$ cat config.mk
export PLATFORM = sky130hd
export DESIGN_NAME = comparator_serial_ctrl_flat
export DESIGN_NICKNAME = d
export VERILOG_FILES = /design/src/rtl/comparator_serial_ctrl_if.sv /design/src/rtl/comparator_serial_ctrl.sv /design/src/flat_wrapper.sv
export SDC_FILE = /design/constraint.sdc
export NUM_CORES = 1
export LEC_CHECK = 0
export CORE_ASPECT_RATIO = 1.25
export CORE_MARGIN = 2
export CORE_UTILIZATION = 51
export DETAILED_ROUTE_END_ITERATION = 16
export GPL_ROUTABILITY_DRIVEN = 0
export PLACE_DENSITY = 0.78
export SYNTH_ARGS = -nofsm -noshare
export SYNTH_HDL_FRONTEND = slang
export SYNTH_SLANG_ARGS = --single-unit
$ cat constraint.sdc
create_clock -name clk -period 1.9 [get_ports clk]
set_clock_uncertainty 0.2 [all_clocks]
set_input_delay 0.285 -clock clk [delete_from_list [all_inputs] [get_ports clk]]
set_output_delay 0.285 -clock clk [all_outputs]
set_load 0.1 [all_outputs]
$ cat src/rtl/comparator_serial_ctrl_if.sv
// Handshake/operand/result bundle for comparator_serial_ctrl.
//   master : drives start, a, b; observes busy, done, L, E, G
//   slave  : the controller side (inverse directions)
// WIDTH must match the WIDTH of the attached controller.
interface comparator_serial_ctrl_if #(
   parameter int unsigned WIDTH = 8
) ();
   logic             start;
   logic [WIDTH-1:0] a;
   logic [WIDTH-1:0] b;
   logic             busy;
   logic             done;
   logic             L;
   logic             E;
   logic             G;

   modport master (
      output start, a, b,
      input  busy, done, L, E, G
   );

   modport slave (
      input  start, a, b,
      output busy, done, L, E, G
   );
endinterface

$ cat src/rtl/comparator_serial_ctrl.sv
// Bit-serial unsigned magnitude comparator controller. Operands captured on
// an accepted start are scanned MSB-first through a single 1-bit compare
// cell, one bit per clock; a registered L/E/G verdict is presented with a
// one-cycle done pulse.
// Ports:
//   clk  - rising-edge clock
//   rst  - synchronous active-high reset
//   bus  - comparator_serial_ctrl_if.slave: start, a, b in; busy, done,
//          L, E, G out (all outputs registered)
// Configuration macro: COMPARATOR_SERIAL_EARLY_EXIT_EN
//   defined   - finish on the first mismatching bit
//   undefined - always scan all WIDTH bits (fixed latency WIDTH+1)
module comparator_serial_ctrl #(
   parameter int unsigned WIDTH = 8
) (
   input logic                  clk,
   input logic                  rst,
   comparator_serial_ctrl_if.slave bus
);
   localparam int unsigned CW = (WIDTH > 1) ? $clog2(WIDTH) : 1;

   typedef enum logic [1:0] {
      IDLE,
      CMP,
      DONE
   } state_t;

   state_t           state;
   logic [WIDTH-1:0] sa;
   logic [WIDTH-1:0] sb;
   logic [CW-1:0]    cnt;

   // 1-bit comparator cell on the current MSBs
   logic cell_l;
   logic cell_g;

   always_comb begin
      cell_l = ~sa[WIDTH-1] &  sb[WIDTH-1];
      cell_g =  sa[WIDTH-1] & ~sb[WIDTH-1];
   end

`ifndef COMPARATOR_SERIAL_EARLY_EXIT_EN
   // The first mismatch is remembered; later bits cannot override it.
   logic seen_lt;
   logic seen_gt;
   logic lt_fin;
   logic gt_fin;

   always_comb begin
      lt_fin = seen_lt | (~seen_gt & cell_l);
      gt_fin = seen_gt | (~seen_lt & cell_g);
   end
`endif

   always_ff @(posedge clk) begin
      if (rst) begin
         state    <= IDLE;
         sa       <= '0;
         sb       <= '0;
         cnt      <= '0;
         bus.busy <= 1'b0;
         bus.done <= 1'b0;
         bus.L    <= 1'b0;
         bus.E    <= 1'b0;
         bus.G    <= 1'b0;
`ifndef COMPARATOR_SERIAL_EARLY_EXIT_EN
         seen_lt  <= 1'b0;
         seen_gt  <= 1'b0;
`endif
      end else begin
         case (state)
            IDLE, DONE: begin
               bus.done <= 1'b0;
               if (bus.start) begin
                  sa       <= bus.a;
                  sb       <= bus.b;
                  cnt      <= CW'(WIDTH - 1);
                  bus.L    <= 1'b0;
                  bus.E    <= 1'b0;
                  bus.G    <= 1'b0;
                  bus.busy <= 1'b1;
`ifndef COMPARATOR_SERIAL_EARLY_EXIT_EN
                  seen_lt  <= 1'b0;
                  seen_gt  <= 1'b0;
`endif
                  state    <= CMP;
               end else begin
                  state    <= IDLE;
               end
            end

            CMP: begin
`ifdef COMPARATOR_SERIAL_EARLY_EXIT_EN
               if (cell_l | cell_g) begin
                  bus.L    <= cell_l;
                  bus.G    <= cell_g;
                  bus.E    <= 1'b0;
                  bus.busy <= 1'b0;
                  bus.done <= 1'b1;
                  state    <= DONE;
               end else if (cnt == '0) begin
                  bus.E    <= 1'b1;
                  bus.busy <= 1'b0;
                  bus.done <= 1'b1;
                  state    <= DONE;
               end else begin
                  sa  <= sa << 1;
                  sb  <= sb << 1;
                  cnt <= cnt - CW'(1);
               end
`else
               seen_lt <= lt_fin;
               seen_gt <= gt_fin;
               if (cnt == '0) begin
                  bus.L    <= lt_fin;
                  bus.G    <= gt_fin;
                  bus.E    <= ~(lt_fin | gt_fin);
                  bus.busy <= 1'b0;
                  bus.done <= 1'b1;
                  state    <= DONE;
               end else begin
                  sa  <= sa << 1;
                  sb  <= sb << 1;
                  cnt <= cnt - CW'(1);
               end
`endif
            end

            default: begin
               state    <= IDLE;
               bus.busy <= 1'b0;
               bus.done <= 1'b0;
            end
         endcase
      end
   end
endmodule
$ cat src/flat_wrapper.sv
// flat-port wrapper written by rule: the top's interface ports become plain ports
module comparator_serial_ctrl_flat 
#(
   parameter int unsigned WIDTH = 8
)
  (clk, rst, bus_start, bus_a, bus_b, bus_busy, bus_done, bus_L, bus_E, bus_G);
  comparator_serial_ctrl_if #(.WIDTH(WIDTH)) bus_i ();
  input logic clk;
  input logic rst;
  input wire logic [$bits(bus_i.start)-1:0] bus_start;
  input wire logic [$bits(bus_i.a)-1:0] bus_a;
  input wire logic [$bits(bus_i.b)-1:0] bus_b;
  output wire logic [$bits(bus_i.busy)-1:0] bus_busy;
  output wire logic [$bits(bus_i.done)-1:0] bus_done;
  output wire logic [$bits(bus_i.L)-1:0] bus_L;
  output wire logic [$bits(bus_i.E)-1:0] bus_E;
  output wire logic [$bits(bus_i.G)-1:0] bus_G;
  assign bus_i.start = bus_start;
  assign bus_i.a = bus_a;
  assign bus_i.b = bus_b;
  assign bus_busy = bus_i.busy;
  assign bus_done = bus_i.done;
  assign bus_L = bus_i.L;
  assign bus_E = bus_i.E;
  assign bus_G = bus_i.G;
  comparator_serial_ctrl #(.WIDTH(WIDTH)) u_core (.clk(clk), .rst(rst), .bus(bus_i));
endmodule
# [Word level (Yosys, flattened, before mapping)]
# Index checks and enable logic that the tools add are counted.
[word_totals] inputBits=19 output_inout_bits=5 register_bits=28
[classes] n_addsub=1 bitwise_logic=13 reduce_logical=9 mux=24 n_eq_ne=5
[op_table] op="$mux 8" n=4
[op_table] op="$pmux 8 s2" n=2
[op_table] op="$pmux 1 s2" n=6
[op_table] op="$mux 1" n=7
[op_table] op="$mux 3" n=2
[op_table] op="$not 1->1" n=6
[op_table] op="$pmux 3 s2" n=1
[op_table] op="$reduce_and 3->1" n=2
[op_table] op="$and 1x1->1" n=4
[op_table] op="$ne 2x2->1 const B" n=2
[op_table] op="$pmux 2 s2" n=1
[op_table] op="$reduce_and 2->1" n=2
[op_table] op="$reduce_or 2->1" n=2
[op_table] op="$logic_not 3->1" n=1
[op_table] op="$or 1x1->1" n=3
[op_table] op="$sub 3x1->3 const B" n=1
[op_table] op="$eq 2x1->1 const B" n=1
[op_table] op="$eq 2x2->1 const B" n=1
[op_table] op="$logic_not 2->1" n=1
[op_table] op="$mux 2" n=1
[op_table] op="$ne 2x1->1 const B" n=1
[op_table] op="$reduce_bool 2->1" n=1

# [Logic depth before layout (Yosys ltp)]
[logic_depth] depth_word=8 depth_mapped=6 mapped_depth_nobuf=5

# [Least setup slack after synthesis]
# OpenSTA, ideal clock, no wires.
[synth_timing] path_type="register to register" start="register u_core.bus.E (netlist name)" end="register u_core.bus.E" period_less_slack_ps=1640 arrival_time_ps=1339 required_ps=1599 n_path_buf=0 setup_time_ps=101 slack_ps=260 path_stages_with_launch=3 path_cell_list="dfxtp_1 > inv_1 > o41ai_1"
[synth_lines] element="end signal, assigned" line="comparator_serial_ctrl.sv:117" rtl="bus.E <= ~(lt_fin | gt_fin);"
[synth_lines] element="end, declared" line="comparator_serial_ctrl_if.sv:24" rtl="output busy, done, L, E, G"

# [Final worst setup path]
[layout_timing] start="register u_core.cnt[0]" end="register u_core.sa[6]"
[layout_between] elab_chain_cells=3
[layout_rtl] element="start, declared" line="comparator_serial_ctrl.sv:31" rtl="logic [CW-1:0] cnt;"
[layout_rtl] element="start signal, assigned" line="comparator_serial_ctrl.sv:77" rtl="cnt <= CW'(WIDTH - 1);"
[layout_rtl] element="start signal, assigned" line="comparator_serial_ctrl.sv:124" rtl="cnt <= cnt - CW'(1);"
[layout_rtl] element="$logic_not 3->1" line="comparator_serial_ctrl.sv:114" rtl="if (cnt == '0) begin"
[layout_rtl] element="$ne 2x2->1 (no line)"
[layout_rtl] element="$reduce_and 3->1 (no line)"
[layout_rtl] element="end signal, assigned" line="comparator_serial_ctrl.sv:75" rtl="sa <= bus.a;"
[layout_rtl] element="end signal, assigned" line="comparator_serial_ctrl.sv:122" rtl="sa <= sa << 1;"
[layout_rtl] element="end, declared" line="comparator_serial_ctrl.sv:29" rtl="logic [WIDTH-1:0] sa;"
# Every way passes these cells.
# A chain may end at the register's enable or synchronous reset.

==> insert_results.sql <==
INSERT INTO impl_metrics (metric_group, metric, value, unit) VALUES
('run_status', 'outcome', 'completed', ''),
('finish', 'area_added_between_synthesis_and_finish', '28.4', '%'),
('global_route', 'use_met3', '0.0345', ''),
('timing', 'achievable-frequency', '0.569', 'GHz'),
('finish', 'antenna_cells', '0', ''),
('clocking', 'cts_hold_buf', '0', ''),
('yosys', 'synth.largest_area_cell', 'sky130_fd_sc_hd__dfxtp_1', ''),
('timing', 'final-setup-viol-count', '0', ''),
('die', 'std_cell_rows', '20', ''),
('timing', 'final.period_utilization', '0.925', ''),
('timing', 'timing_worst_slew_pin_value', '0.295', 'ns'),
('yosys', 'post_synth_instance_area', '1320', 'µm²'),
('die', 'floorplan.die.width', '49.6', 'µm'),
('drt', 'via_count', '1113', ''),
('global_route', 'grt_antenna_before_repair', '0', ''),
('clocking', 'path_clk_slew', '0.14', 'ns'),
('worst_hold_path', 'timing.hold.worst_path_depth', '2', ''),
('drt', 'routedWlPerCell', '14.3', 'µm'),
('worst_hold_path', 'path_type_of_the_worst_min_delay_path', 'flip-flop to flip-flop', ''),
('clocking', 'post_cts_resized', '0', ''),
('drt', 'drt_wl_total', '2750', 'µm'),
('worst_hold_path', 'hold_path.startpoint', 'u_core.sa[0]', ''),
('timing', 'hold_viol', '0', ''),
('setup_path', 'critical_path.reg2reg.endpoint', 'u_core.sa[6]', ''),
('die', 'floorplan.die.height', '61.0', 'µm'),
('timing', 'timing_max_transition_violations_final', '0', ''),
('die', 'die_area', '3020', 'µm²'),
('power', 'cellPowerDensity', '886', 'nW/µm²'),
('power', 'total_leakage_power', '0.695', 'nW'),
('yosys', 'post_synth_most_frequent_cells', 'sky130_fd_sc_hd__dfxtp_1, sky130_fd_sc_hd__nor2_1, sky130_fd_sc_hd__mux2i_1', ''),
('yosys', 'muxShareOfSynthArea', '0.106', ''),
('drt', 'antenna_left', '0', ''),
('setup_path', 'element_type_at_the_critical_path_start', 'flip-flop', ''),
('yosys', 'synth-async-reset-ratio', '0', ''),
('yosys', 'synth.avg_cell_area', '9.81', 'µm²'),
('global_route', 'grtUsageMet2', '0.383', ''),
('finish', 'fill_cells', '204', ''),
('timing', 'hold_ws', '0.291', 'ns'),
('yosys', 'post-synth-top-count-cell', 'sky130_fd_sc_hd__dfxtp_1', ''),
('global_route', 'first_global_vias', '1119', ''),
('clocking', 'maximum_clock_insertion_buffer_count', '2', ''),
('yosys', 'synthSimpleGateAreaFrac', '0.162', ''),
('timing', 'worst_slew_margin_rel', '0.801', ''),
('global_route', 'grt_first_pass_wirelength', '4800', 'µm'),
('global_route', 'grt_max_degree', '32', ''),
('yosys', 'syn_nets', '156', ''),
('power', 'worst_ir_drop_vdd', '0.000696', 'V'),
('yosys', 'synth-edff-count', '0', ''),
('clocking', 'htree_levels', '1', ''),
('yosys', 'synth_area_leaders', 'sky130_fd_sc_hd__dfxtp_1, sky130_fd_sc_hd__mux2i_1, sky130_fd_sc_hd__a221oi_1', ''),
('die', 'io_pins', '24', ''),
('drt', 'initialDrtViolationCount', '34', ''),
('drt', 'drc_errors', '0', ''),
('die', 'floorplan.initialDensity', '0.540', ''),
('worst_hold_path', 'destination_of_the_worst_hold_path', 'u_core.sa[0]', ''),
('global_route', 'grt_usage', '0.210', ''),
('setup_path', 'cp-end-kind', 'flip-flop', ''),
('yosys', 'synth.yosys.seq_area_share', '0.423', ''),
('yosys', 'synth_fa_ha_area_frac', '0.0189', ''),
('yosys', 'synth_top_area_share', '0.423', ''),
('timing', 'rsz0062_at_grt', 'no', ''),
('finish', 'share_of_layout_cells_above_drive_strength_1', '0.126', ''),
('drt', 'dr.pass1.iters', '5', ''),
('placement', 'dpl.hpwl', '1940', 'µm'),
('yosys', 'synth_top_family_by_area', 'compound AO/OA/AOI/OAI gates', ''),
('clocking', 'cts_tree', 'yes', ''),
('global_route', 'grt_overflow', '0', ''),
('setup_path', 'crit-reg2reg-launch', 'u_core.cnt[0]', ''),
('yosys', 'yosysWarnings', '0', ''),
('timing', 'final.setup.tns', '0', 'ns'),
('global_route', 'grt_busiest_layer', 'met2', '');
-- critical path, cell delays in order, from the launching register on --
cell and delay, ns:
sky130_fd_sc_hd__dfxtp_1 0.35, sky130_fd_sc_hd__inv_1 0.09, sky130_fd_sc_hd__ha_1 0.19, sky130_fd_sc_hd__nor2b_1 0.31, sky130_fd_sc_hd__o21ai_4 0.09, sky130_fd_sc_hd__buf_12 0.16
sky130_fd_sc_hd__a221oi_1 0.29
-- logic make-up (layout without fill, tap and decap cells) --
family | after synthesis | after routing
AO/OA/AOI/OAI | 37 | 37
flip-flops | 28 | 28
AND/OR/NAND/NOR | 40 | 40
adder cells (fa/ha/maj) | 2 | 2
XOR/XNOR | 1 | 1
buffers and inverters | 13 | 37
multiplexers | 14 | 14
-- through the flow --
stage / util / area, µm² / setup WS [ns] / instances / total power, mW
after CTS: 0.685 / 1680 / 0.0556 / 191 / 1.50
after detailed placement: 0.663 / 1630 / 0.0662 / 187 / 1.12
after global routing: 0.693 / 1700 / 0.00793 / 192 / 1.58
after global placement: 0.663 / 1630 / 0.131 / 187 / 1.10
final: 0.693 / 1700 / 0.143 / 192 / 1.51
after floorplan: - / 1320 / 0.260 / 135 / 0.995
-- per-layer routing --
layer | wire, µm | vias to the layer above | part of all wire
met1 | 1150 | 534 | 0.42
li1 | - | 547 | -
met4 | 59 | 0 | 0.021
met3 | 106 | 5 | 0.039
met5 | 0 | - | 0
met2 | 1430 | 27 | 0.52
-- cell type report --
cell class,instances,area [µm²],area share
clock buffer,3,22.5,0.0133
clock inverter,1,30.0,0.0177
timing repair buffer,29,350,0.206
tap,33,41.3,0.0243
multi-input combinational,94,679,0.400
sequential,28,561,0.330
inverter,4,15.0,0.00884
-- how the worst max path moves through the flow --
| stage | startpoint | endpoint |
|---|---|---|
| 6_report | u_core.cnt[0] | u_core.sa[6] |
| 5_1_grt | u_core.cnt[0] | u_core.sb[6] |
| 4_1_cts | u_core.cnt[0] | u_core.sb[6] |
| 3_5_place_dp | bus_start | u_core.sb[6] |
| 3_3_place_gp | u_core.cnt[0] | u_core.sb[7] |
| 2_1_floorplan | u_core.bus.E | u_core.bus.E |
-- flip-flops by register name, indices dropped and copies added (netlist names) --
signal and cells:
u_core.cnt 3, u_core.bus.L 1, u_core.seen_gt 1, u_core.state 2
u_core.bus.done 1, u_core.bus.E 1, u_core.sb 8, u_core.bus.busy 1
u_core.bus.G 1, u_core.seen_lt 1, u_core.sa 8
-- report_power, final --
group | internal (mW) | switching, mW
clock network | 0.214 | 0.175
registers | 0.651 | 0.0511
logic | 0.195 | 0.220
-- repair_timing --
action                                  in CTS  in global routing
buffers inserted                             0                  1
endpoints found under the setup margin       0                 13
hold endpoints to repair                     0                  0
-- placed cells by master, fill, tap and decap left out, types with 4 or more instances in the layout --
cell type and instances:
sky130_fd_sc_hd__a21oi_1 8, sky130_fd_sc_hd__o21ai_0 5, sky130_fd_sc_hd__dfxtp_1 28, sky130_fd_sc_hd__inv_1 4
sky130_fd_sc_hd__buf_4 4, sky130_fd_sc_hd__buf_12 7, sky130_fd_sc_hd__a221oi_1 11, sky130_fd_sc_hd__clkdlybuf4s50_1 18
sky130_fd_sc_hd__nand2b_1 7, sky130_fd_sc_hd__mux2i_1 14, sky130_fd_sc_hd__nor2_1 18
(Power assumes the default switching activity.)
